## config.mk

```make
export PLATFORM = sky130hd
export DESIGN_NAME = inst_fetcher
export DESIGN_NICKNAME = d
export VERILOG_FILES = /design/src/rtl/inst_fetcher.sv
export SDC_FILE = /design/constraint.sdc
export NUM_CORES = 2
export LEC_CHECK = 0
export BUFFER_PORTS_ARGS = -buffer_cell sky130_fd_sc_hd__buf_2
export CORE_ASPECT_RATIO = 0.9
export CORE_MARGIN = 2
export CORE_UTILIZATION = 65
export CTS_CLUSTER_DIAMETER = 150
export DETAILED_ROUTE_END_ITERATION = 10
export PLACE_DENSITY_LB_ADDON = 0.12
export SLEW_MARGIN = 20
export SYNTH_ARGS = -nofsm -noshare
export SYNTH_HDL_FRONTEND = slang
export SYNTH_SLANG_ARGS = --single-unit
```

## constraint.sdc

```tcl
create_clock -name clk_in -period 16.1 [get_ports clk_in]
set_input_delay 1.61 -clock clk_in [delete_from_list [all_inputs] [get_ports clk_in]]
set_output_delay 1.61 -clock clk_in [all_outputs]
set_load 0.01 [all_outputs]
```

## src/rtl/inst_fetcher.sv

```systemverilog
// Instruction supply for the decoder: direct-mapped halfword-indexed I-cache
// backed by a serial byte fetch that recognises RV32C encodings on the fly.
module inst_fetcher #(
    parameter int ICACHE_IDX_W = 6
) (
    input  logic        clk_in,
    input  logic        rst_in,
    input  logic        rdy_in,
    input  logic        clear,
    input  logic        if_enable,
    input  logic [31:0] if_addr,
    output logic        inst_ready,
    output logic        is_c,
    output logic [31:0] inst_val,
    output logic        mem_req,
    output logic [31:0] mem_addr,
    input  logic        mem_ready,
    input  logic [7:0]  mem_data
);

    localparam int ENTRIES = 1 << ICACHE_IDX_W;
    localparam int TAG_W   = 31 - ICACHE_IDX_W;

    typedef enum logic {IDLE, FETCH} state_t;

    state_t                    state, state_nxt;
    logic [1:0]                cnt, cnt_nxt;
    logic [31:0]               fetch_pc, pc_nxt;
    logic [31:0]               fetch_buf, buf_nxt;
    logic                      ready_nxt, c_nxt, req_nxt;
    logic [31:0]               val_nxt, addr_nxt;

    logic [ENTRIES-1:0]        valid_q;
    logic [TAG_W-1:0]          tag_q  [ENTRIES];
    logic [31:0]               data_q [ENTRIES];

    logic [ICACHE_IDX_W-1:0]   hit_idx, fill_idx;
    logic                      hit;
    logic [31:0]               hit_data;
    logic                      fill_en, fill_c;
    logic [31:0]               fill_data;

    assign hit_idx  = if_addr[ICACHE_IDX_W:1];
    assign fill_idx = fetch_pc[ICACHE_IDX_W:1];
    assign hit_data = data_q[hit_idx];
    assign hit      = valid_q[hit_idx] && (tag_q[hit_idx] == if_addr[31:ICACHE_IDX_W+1]);

    always_comb begin
        state_nxt = state;
        cnt_nxt   = cnt;
        pc_nxt    = fetch_pc;
        buf_nxt   = fetch_buf;
        ready_nxt = 1'b0;
        val_nxt   = inst_val;
        c_nxt     = is_c;
        req_nxt   = mem_req;
        addr_nxt  = mem_addr;
        fill_en   = 1'b0;
        fill_c    = 1'b0;
        fill_data = 32'h0;
        if (clear) begin
            state_nxt = IDLE;
            req_nxt   = 1'b0;
        end else begin
            case (state)
                IDLE: begin
                    if (if_enable) begin
                        if (hit) begin
                            ready_nxt = 1'b1;
                            val_nxt   = hit_data;
                            c_nxt     = (hit_data[1:0] != 2'b11);
                        end else begin
                            pc_nxt    = if_addr;
                            cnt_nxt   = 2'd0;
                            state_nxt = FETCH;
                            req_nxt   = 1'b1;
                            addr_nxt  = if_addr;
                        end
                    end
                end
                FETCH: begin
                    if (mem_ready) begin
                        buf_nxt[{cnt, 3'b000} +: 8] = mem_data;
                        cnt_nxt  = cnt + 2'd1;
                        addr_nxt = mem_addr + 32'd1;
                        fill_c   = (buf_nxt[1:0] != 2'b11);
                        // Length is known once the first halfword is in.
                        if ((cnt == 2'd1 && fill_c) || cnt == 2'd3) begin
                            fill_en   = 1'b1;
                            fill_data = fill_c ? {16'h0, buf_nxt[15:0]} : buf_nxt;
                            state_nxt = IDLE;
                            req_nxt   = 1'b0;
                            if (if_addr == fetch_pc) begin
                                ready_nxt = 1'b1;
                                val_nxt   = fill_data;
                                c_nxt     = fill_c;
                            end
                        end
                    end
                end
                default: state_nxt = IDLE;
            endcase
        end
    end

    always_ff @(posedge clk_in) begin
        if (rst_in) begin
            state      <= IDLE;
            cnt        <= 2'd0;
            valid_q    <= '0;
            inst_ready <= 1'b0;
            is_c       <= 1'b0;
            inst_val   <= 32'h0;
            mem_req    <= 1'b0;
            mem_addr   <= 32'h0;
        end else if (rdy_in) begin
            state      <= state_nxt;
            cnt        <= cnt_nxt;
            inst_ready <= ready_nxt;
            is_c       <= c_nxt;
            inst_val   <= val_nxt;
            mem_req    <= req_nxt;
            mem_addr   <= addr_nxt;
            if (fill_en)
                valid_q[fill_idx] <= 1'b1;
        end
    end

    // Datapath storage; validity is tracked by valid_q alone.
    always_ff @(posedge clk_in) begin
        if (rdy_in && !rst_in) begin
            fetch_pc  <= pc_nxt;
            fetch_buf <= buf_nxt;
            if (fill_en) begin
                tag_q[fill_idx]  <= fetch_pc[31:ICACHE_IDX_W+1];
                data_q[fill_idx] <= fill_data;
            end
        end
    end

endmodule

```

# [After elaboration in Yosys (flattened, before gate mapping)]
# Memory sizes are Yosys's and may differ from the RTL's.
# Cells that the tools add are included.
[totals] memories=2 ff_bits=198 output_inout_bits=67 mem_bits_rw=3648 romBits=0 latch_bits=0 word_cells=108 inputBits=46
[classes] magnitude_cmp=3 n_reduce_logical=12 n_eq_ne=16 mul=0 n_mux=56 shifts=2 bitwise_logic=4 n_addsub=3 div_mod_pow=0
[mem_list] name="data_q" words=64 width=32 read_ports=1 rd_clocked_by_memory_dff=0 wr=1 line_no="35" source="logic [31:0] data_q [ENTRIES];"
[mem_list] name="tag_q" words=64 width=25 read_ports=1 rd_clocked_by_memory_dff=0 wr=1 line_no="34" source="logic [TAG_W-1:0] tag_q [ENTRIES];"
[op_table] cell="$mux W32" n=13
[op_table] cell="$pmux W32 S2" n=2
[op_table] cell="$or A64 B64 Y64" n=1
[op_table] cell="$add A32 B1 Y32 const B" n=1
[op_table] cell="$bwmux W32" n=1
[op_table] cell="$eq A32 B32 Y1" n=1
[op_table] cell="$shift A8 B7 Y32 const A" n=1
[op_table] cell="$shiftx A8 B7 Y32" n=1
[op_table] cell="$mux W1" n=30
[op_table] cell="$eq A25 B25 Y1" n=1
[op_table] cell="$reduce_and A5 Y1" n=3
[op_table] cell="$lt A6 B7 Y1 const B" n=2
[op_table] cell="$ne A2 B2 Y1 const B" n=6
[op_table] cell="$ne A3 B3 Y1 const B" n=3
[op_table] cell="$pmux W1 S2" n=4
[op_table] cell="$neg A5 Y7" n=1
[op_table] cell="$reduce_and A7 Y1" n=1
[op_table] cell="$bmux W1 S6" n=1
[op_table] cell="$demux W1 S6" n=1
[op_table] cell="$ge A6 B1 Y1 const B" n=1
[op_table] cell="$mux W2" n=3
[op_table] cell="$logic_and A1 B1 Y1" n=4
[op_table] cell="$ne A2 B1 Y1 const B" n=2
[op_table] cell="$pmux W2 S2" n=1
[op_table] cell="other kinds (9)" n=11

# [Longest topological paths before layout]
[logic_depth] word_depth=13 depth_mapped=20 ltp_nobuf=13

# [Worst setup path before layout]
# No wires, ideal clock.
[synth_timing] path_type="input port to flip-flop" start="input port mem_data[1]" end="memory data_q[10][0], enable pin" stages=9 setup_ps=474 path_buffers=1 arrival_ps=5462 t_required_ps=15626 setup_slack_ps=10164 path_cell_list="nand3_1 -> o21ai_0 -> nand2_1 -> a21oi_1 -> or3_1 -> clkbuf_1 -> nor2_1 -> nand4b_1 -> nor2_1"
[synth_between] elab_chain_cells=12
[synth_rtl] element="from (decl)" line_no="18" source="input logic [7:0] mem_data"
[synth_rtl] element="$shiftx A8 B7 Y32" line_no="83" source="buf_nxt[{cnt, 3'b000} +: 8] = mem_data;"
[synth_rtl] element="$bwmux W32" line_no="83"
[synth_rtl] element="$ne A2 B2 Y1" line_no="86" source="fill_c = (buf_nxt[1:0] != 2'b11);"
[synth_rtl] element="$logic_and A1 B1 Y1" line_no="88" source="if ((cnt == 2'd1 && fill_c) || cnt == 2'd3) begin"
[synth_rtl] element="$logic_or A1 B1 Y1" line_no="88"
[synth_rtl] element="$mux W1" line_no="88"
[synth_rtl] element="$mux W1" line_no="82" source="if (mem_ready) begin"
[synth_rtl] element="$mux W1" line_no="65" source="case (state)"
[synth_rtl] element="$mux W1" line_no="61" source="if (clear) begin"
[synth_rtl] element="$mux W1" line_no="134" source="if (fill_en) begin"
[synth_rtl] element="$mux W1" line_no="131" source="if (rdy_in && !rst_in) begin"
[synth_rtl] element="$mux W1 (not written as such)" line_no="136" source="data_q[fill_idx] <= fill_data;"
[synth_rtl] element="to (decl)" line_no="35"
# Every way passes these cells.

# [Final worst setup path]
[layout_timing] start="input port if_addr[3]" end="register inst_val[27]"
[layout_between] elab_chain_cells=5 word_cells_on_any_way=13 cone_classes="eq/ne (4); mux (5); reduce/logical (2); memory (2)"
[layout_rtl] element="from (decl)" line_no="11" source="input logic [31:0] if_addr,"
[layout_rtl] element="$mem_v2 Z64 W25 / $bmux W1 S6 (equally long branches)"
[layout_rtl] element="$eq A25 B25 Y1 / $mux W1 (equally long branches)" line_no="46" source="assign hit = valid_q[hit_idx] && (tag_q[hit_idx] == if_addr[31:ICACHE_IDX_W+1]);"
[layout_rtl] element="$logic_and A1 B1 Y1" line_no="46"
[layout_rtl] element="$ne A2 B2 Y1 (no source line)"
[layout_rtl] element="$reduce_and A7 Y1 (no source line)"
[layout_rtl] element="to (signal assigned)" line_no="121" source="inst_val <= val_nxt;"
[layout_rtl] element="to (decl)" line_no="14" source="output logic [31:0] inst_val,"
# Several ways; a longest one is shown, not always the timed one. The select of a mux whose other input is x is not followed.
# A chain may end at the register's enable or synchronous reset.

==> impl_metrics.csv <==
group,metric,value,unit
run_status,status,"finished clean",
power_and_ir_drop,pwr-share-comb,0.032,
logic_synthesis,syn_nets,6986,
routing,antenna_left,0,
clocking,path_clk_slew,0.06,ns
hold_path,hold_start,"valid_q[39]",
power_and_ir_drop,leakagePower,53.2,nW
die,fp.dieH,458,um
clocking,ctsHoldBuffers,0,
timing,max_slew_margin,0.139,
power_and_ir_drop,p_clk_frac,0.424,
clocking,numCtsBuffers,373,
clocking,clock_sinks,3846,
cells_and_area,drive_gt1_frac,0.258,
power_and_ir_drop,power.net_switching,0.00405,W
critical_path,cp_common_cell,"buf_4",
clocking,cts_tree,"built",
power_and_ir_drop,swShare,0.203,
die,fp-row-count,166,
critical_path,path_class,"in -> reg",
place,dpl.hpwl,235,mm
critical_path,crit_path_end_kind,"flip-flop",
clocking,htree_levels,5,
logic_synthesis,synth_edf_count,3712,
global_routing,antenna_found_initial,12,
routing,first_pass_iters,8,
global_routing,grt_pass1_vias,77000,
critical_path,rrSetupSlack,8.92,ns
global_routing,busiest_layer,"met2",
critical_path,r2r-end,"tag_q[9][3]",
hold_path,hold_end,"valid_q[39]",
logic_synthesis,seq_area_frac_synth,0.766,
critical_path,worstPathCellList,"buf_8 -> buf_4 -> buf_4 -> buf_4 -> and2_1 -> a32oi_1 -> a41oi_1 -> a41oi_1 -> xor2_1 -> o21ai_0 -> nor4_1 -> and4_1 -> a32oi_4 -> buf_4 -> a211oi_1 -> a31o_1",
global_routing,use_met1,0.531,
timing,rsz0062_at_grt,"false",
die,initial_utilization,0.655,
logic_synthesis,ys_types,76,
critical_path,crit_slowest_cell,"buf_4",
logic_synthesis,synthFlopType,"edfxtp_1",
logic_synthesis,synth_area,149000,um^2
timing,finalHoldViolations,0,
critical_path,crit_start,"if_addr[3]",
hold_path,hold_class,"reg -> reg",
cells_and_area,areaGrowthSynthToFinish,11.7,%
critical_path,crit_arrival,8.87,ns
timing,maxSlewViolCount,0,
timing,setup_viol,0,
clocking,max-clock-path-buffers,4,
die,fp.dieArea,233000,um^2
global_routing,grt_util_met2,0.573,
clocking,ctsRootBufferMaster,"clkbuf_16",
global_routing,grt_usage,0.384,
timing,clock_skew,0.0397,ns
routing,wl,446,mm
critical_path,required,16.92,ns
critical_path,cp-start-kind,"input port",
clocking,ctsResizeCount,0,
global_routing,overflow,0,
routing,drc_errors,0,
cells_and_area,final_util,0.732,
critical_path,cpPeakStageDelay,0.89,ns
critical_path,crit-reg2reg-launch,"cnt[0]",
timing,finalCritPeriodShare,0.500,
global_routing,grt_pass1_wl,609,mm
logic_synthesis,syn_inst,6934,
logic_synthesis,yosys_warnings,0,
flow_run,cap_violations,0,
timing,finalCriticalPeriod,8.05,ns
routing,num_vias,79600,
cells_and_area,fin_nets,7369,
power_and_ir_drop,p_per_area,120,nW/um^2
routing,vias_per_cell,7.49,
power_and_ir_drop,pwr-share-seq,0.544,
critical_path,ff2ff_path_depth,13,
logic_synthesis,async_reset_ff_frac,0,
logic_synthesis,avgSynthCellArea,21.5,um^2
timing,finalSetupTns,0,ns
routing,routedWlPerCell,42.0,um
routing,dr.first_iter.drc_count,15100,
critical_path,path_max_fanout,64,
die,die_width,509,um
timing,worstMarginPinSlew,1.29,ns
die,core_area,228000,um^2
place,portBuffers,112,
logic_synthesis,ys_ff_latch,3846,
clocking,postCtsSetupRepairBufs,0,
place,place_congestion,0.874,
global_routing,met3_usage,0.101,
timing,max_freq,0.124,GHz
power_and_ir_drop,vdd_drop_max,0.000113,V
die,ios,113,
hold_path,hold_depth,1,
global_routing,grt_max_degree,155,
clocking,clock_insertion_delay_worst_skew,0.97,ns
power_and_ir_drop,p_int,0.0159,W
[kinds of logic (layout without fill, tap and decap cells)]
kind of cell	count (synthesis)	count (layout)	synth area share
muxes	1295	1295	0.164
DFF	3846	3846	0.766
AOI/OAI and AO/OA	581	581	0.0280
buffers and inverters	433	1097	0.0157
other	0	10	0
adders and majority gates	6	6	0.000503
and+or+nand+nor	724	724	0.0235
xor gates and xnor gates	49	49	0.00288
[per-stage QoR]
stage               power, W  hold slack (ns)  cell area [um^2]  worst slack [ns]  cells
finish                0.0199            0.447            167000              8.05  10600
global route          0.0203            0.459            167000              7.53  10600
CTS                   0.0199            0.450            166000              8.15  10600
detailed placement    0.0117            0.436            154000              7.19   9936
global placement      0.0117            0.425            154000              7.25   9930
floorplan             0.0115            0.418            149000             10.16   6934
[layout by cell type (no fill, tap or decap), types with 27 or more instances in the layout]
| cell | n |
|---|---|
| nand2_1 | 201 |
| a31oi_1 | 40 |
| clkinv_1 | 73 |
| o21ai_0 | 62 |
| clkbuf_1 | 82 |
| bufinv_16 | 27 |
| inv_1 | 40 |
| a21o_1 | 69 |
| clkinv_2 | 63 |
| buf_4 | 241 |
| edfxtp_1 | 3712 |
| dfxtp_1 | 133 |
| nor2_1 | 74 |
| mux4_2 | 901 |
| o22ai_1 | 32 |
| nor2b_1 | 37 |
| mux2i_1 | 360 |
| buf_2 | 105 |
| a22oi_1 | 142 |
| clkbuf_16 | 380 |
| nor2_4 | 81 |
| nor3_1 | 43 |
| a21oi_1 | 56 |
| nand3_1 | 109 |
[sequential cells by signal, summed over array words and instances (netlist names)]
name	count
cnt	2
data_q	2048
fetch_buf	32
fetch_pc	32
inst_ready	1
inst_val	32
is_c	1
mem_addr	32
mem_req	1
state	1
tag_q	1600
valid_q	64
[power by group through the flow]
stage / combinational [W] / sequential (W) / clock, W
final: 0.000643 / 0.0108 / 0.00844
after global routing: 0.000661 / 0.0108 / 0.00884
after CTS: 0.000632 / 0.0108 / 0.00845
after detailed placement: 0.000630 / 0.0110 / 0
after global placement: 0.000625 / 0.0110 / 0
after floorplan: 0.000413 / 0.0111 / 0
[cells in the mapped netlist (24+ instances only)]
library cell	instances	area (um^2)
buf_2	159	796
buf_1	27	101
inv_1	44	165
nand2_1	201	754
o22ai_1	32	200
mux2i_1	360	3600
nand4_1	25	156
a21oi_1	56	280
a22oi_1	142	1070
a31oi_1	41	257
xnor2_1	24	210
nor2_1	159	597
buf_6	27	304
nor3_1	43	215
a211oi_1	26	195
o21ai_0	62	310
xor2_1	25	219
dfxtp_1	134	2680
buf_4	41	308
nand3_1	109	546
clkbuf_1	117	439
a21o_1	69	518
nor2b_1	60	375
nand2b_1	25	156
mux4_2	901	20300
edfxtp_1	3712	111000
[area by class of cell]
type / instances / area (um^2)
inverters: 48 / 194
multi-input cells: 2655 / 33400
clock buffers: 478 / 10000
flip-flops and latches: 3846 / 114000
well taps: 3024 / 3780
diodes: 10 / 25.0
repair buffers: 393 / 3390
fillers: 12800 / 61100
clock inverters: 178 / 1530
[worst max-delay path: cells and delay by family]
family / cells / cell delay, ns
xor gates and xnor gates: 1 / 0.19
buffers and inverters: 5 / 3.60
and+or+nand+nor: 3 / 0.88
AOI/OAI and AO/OA: 7 / 2.31
[worst max-delay path by stage]
stage	to	slack, ns	cells after the start
floorplan	data_q[10][0]	10.16	9
global placement	inst_val[4]	7.25	16
detailed placement	inst_val[27]	7.19	16
CTS	inst_val[27]	8.15	16
global route	inst_val[27]	7.53	16
finish	inst_val[27]	8.05	16
[routing by layer]
layer	vias up	share of wire
met5	-	0.00012
met1	41300	0.33
met4	6	0.066
li1	29900	-
met2	7005	0.46
met3	1373	0.14
Power figures use the tool's default switching activity.
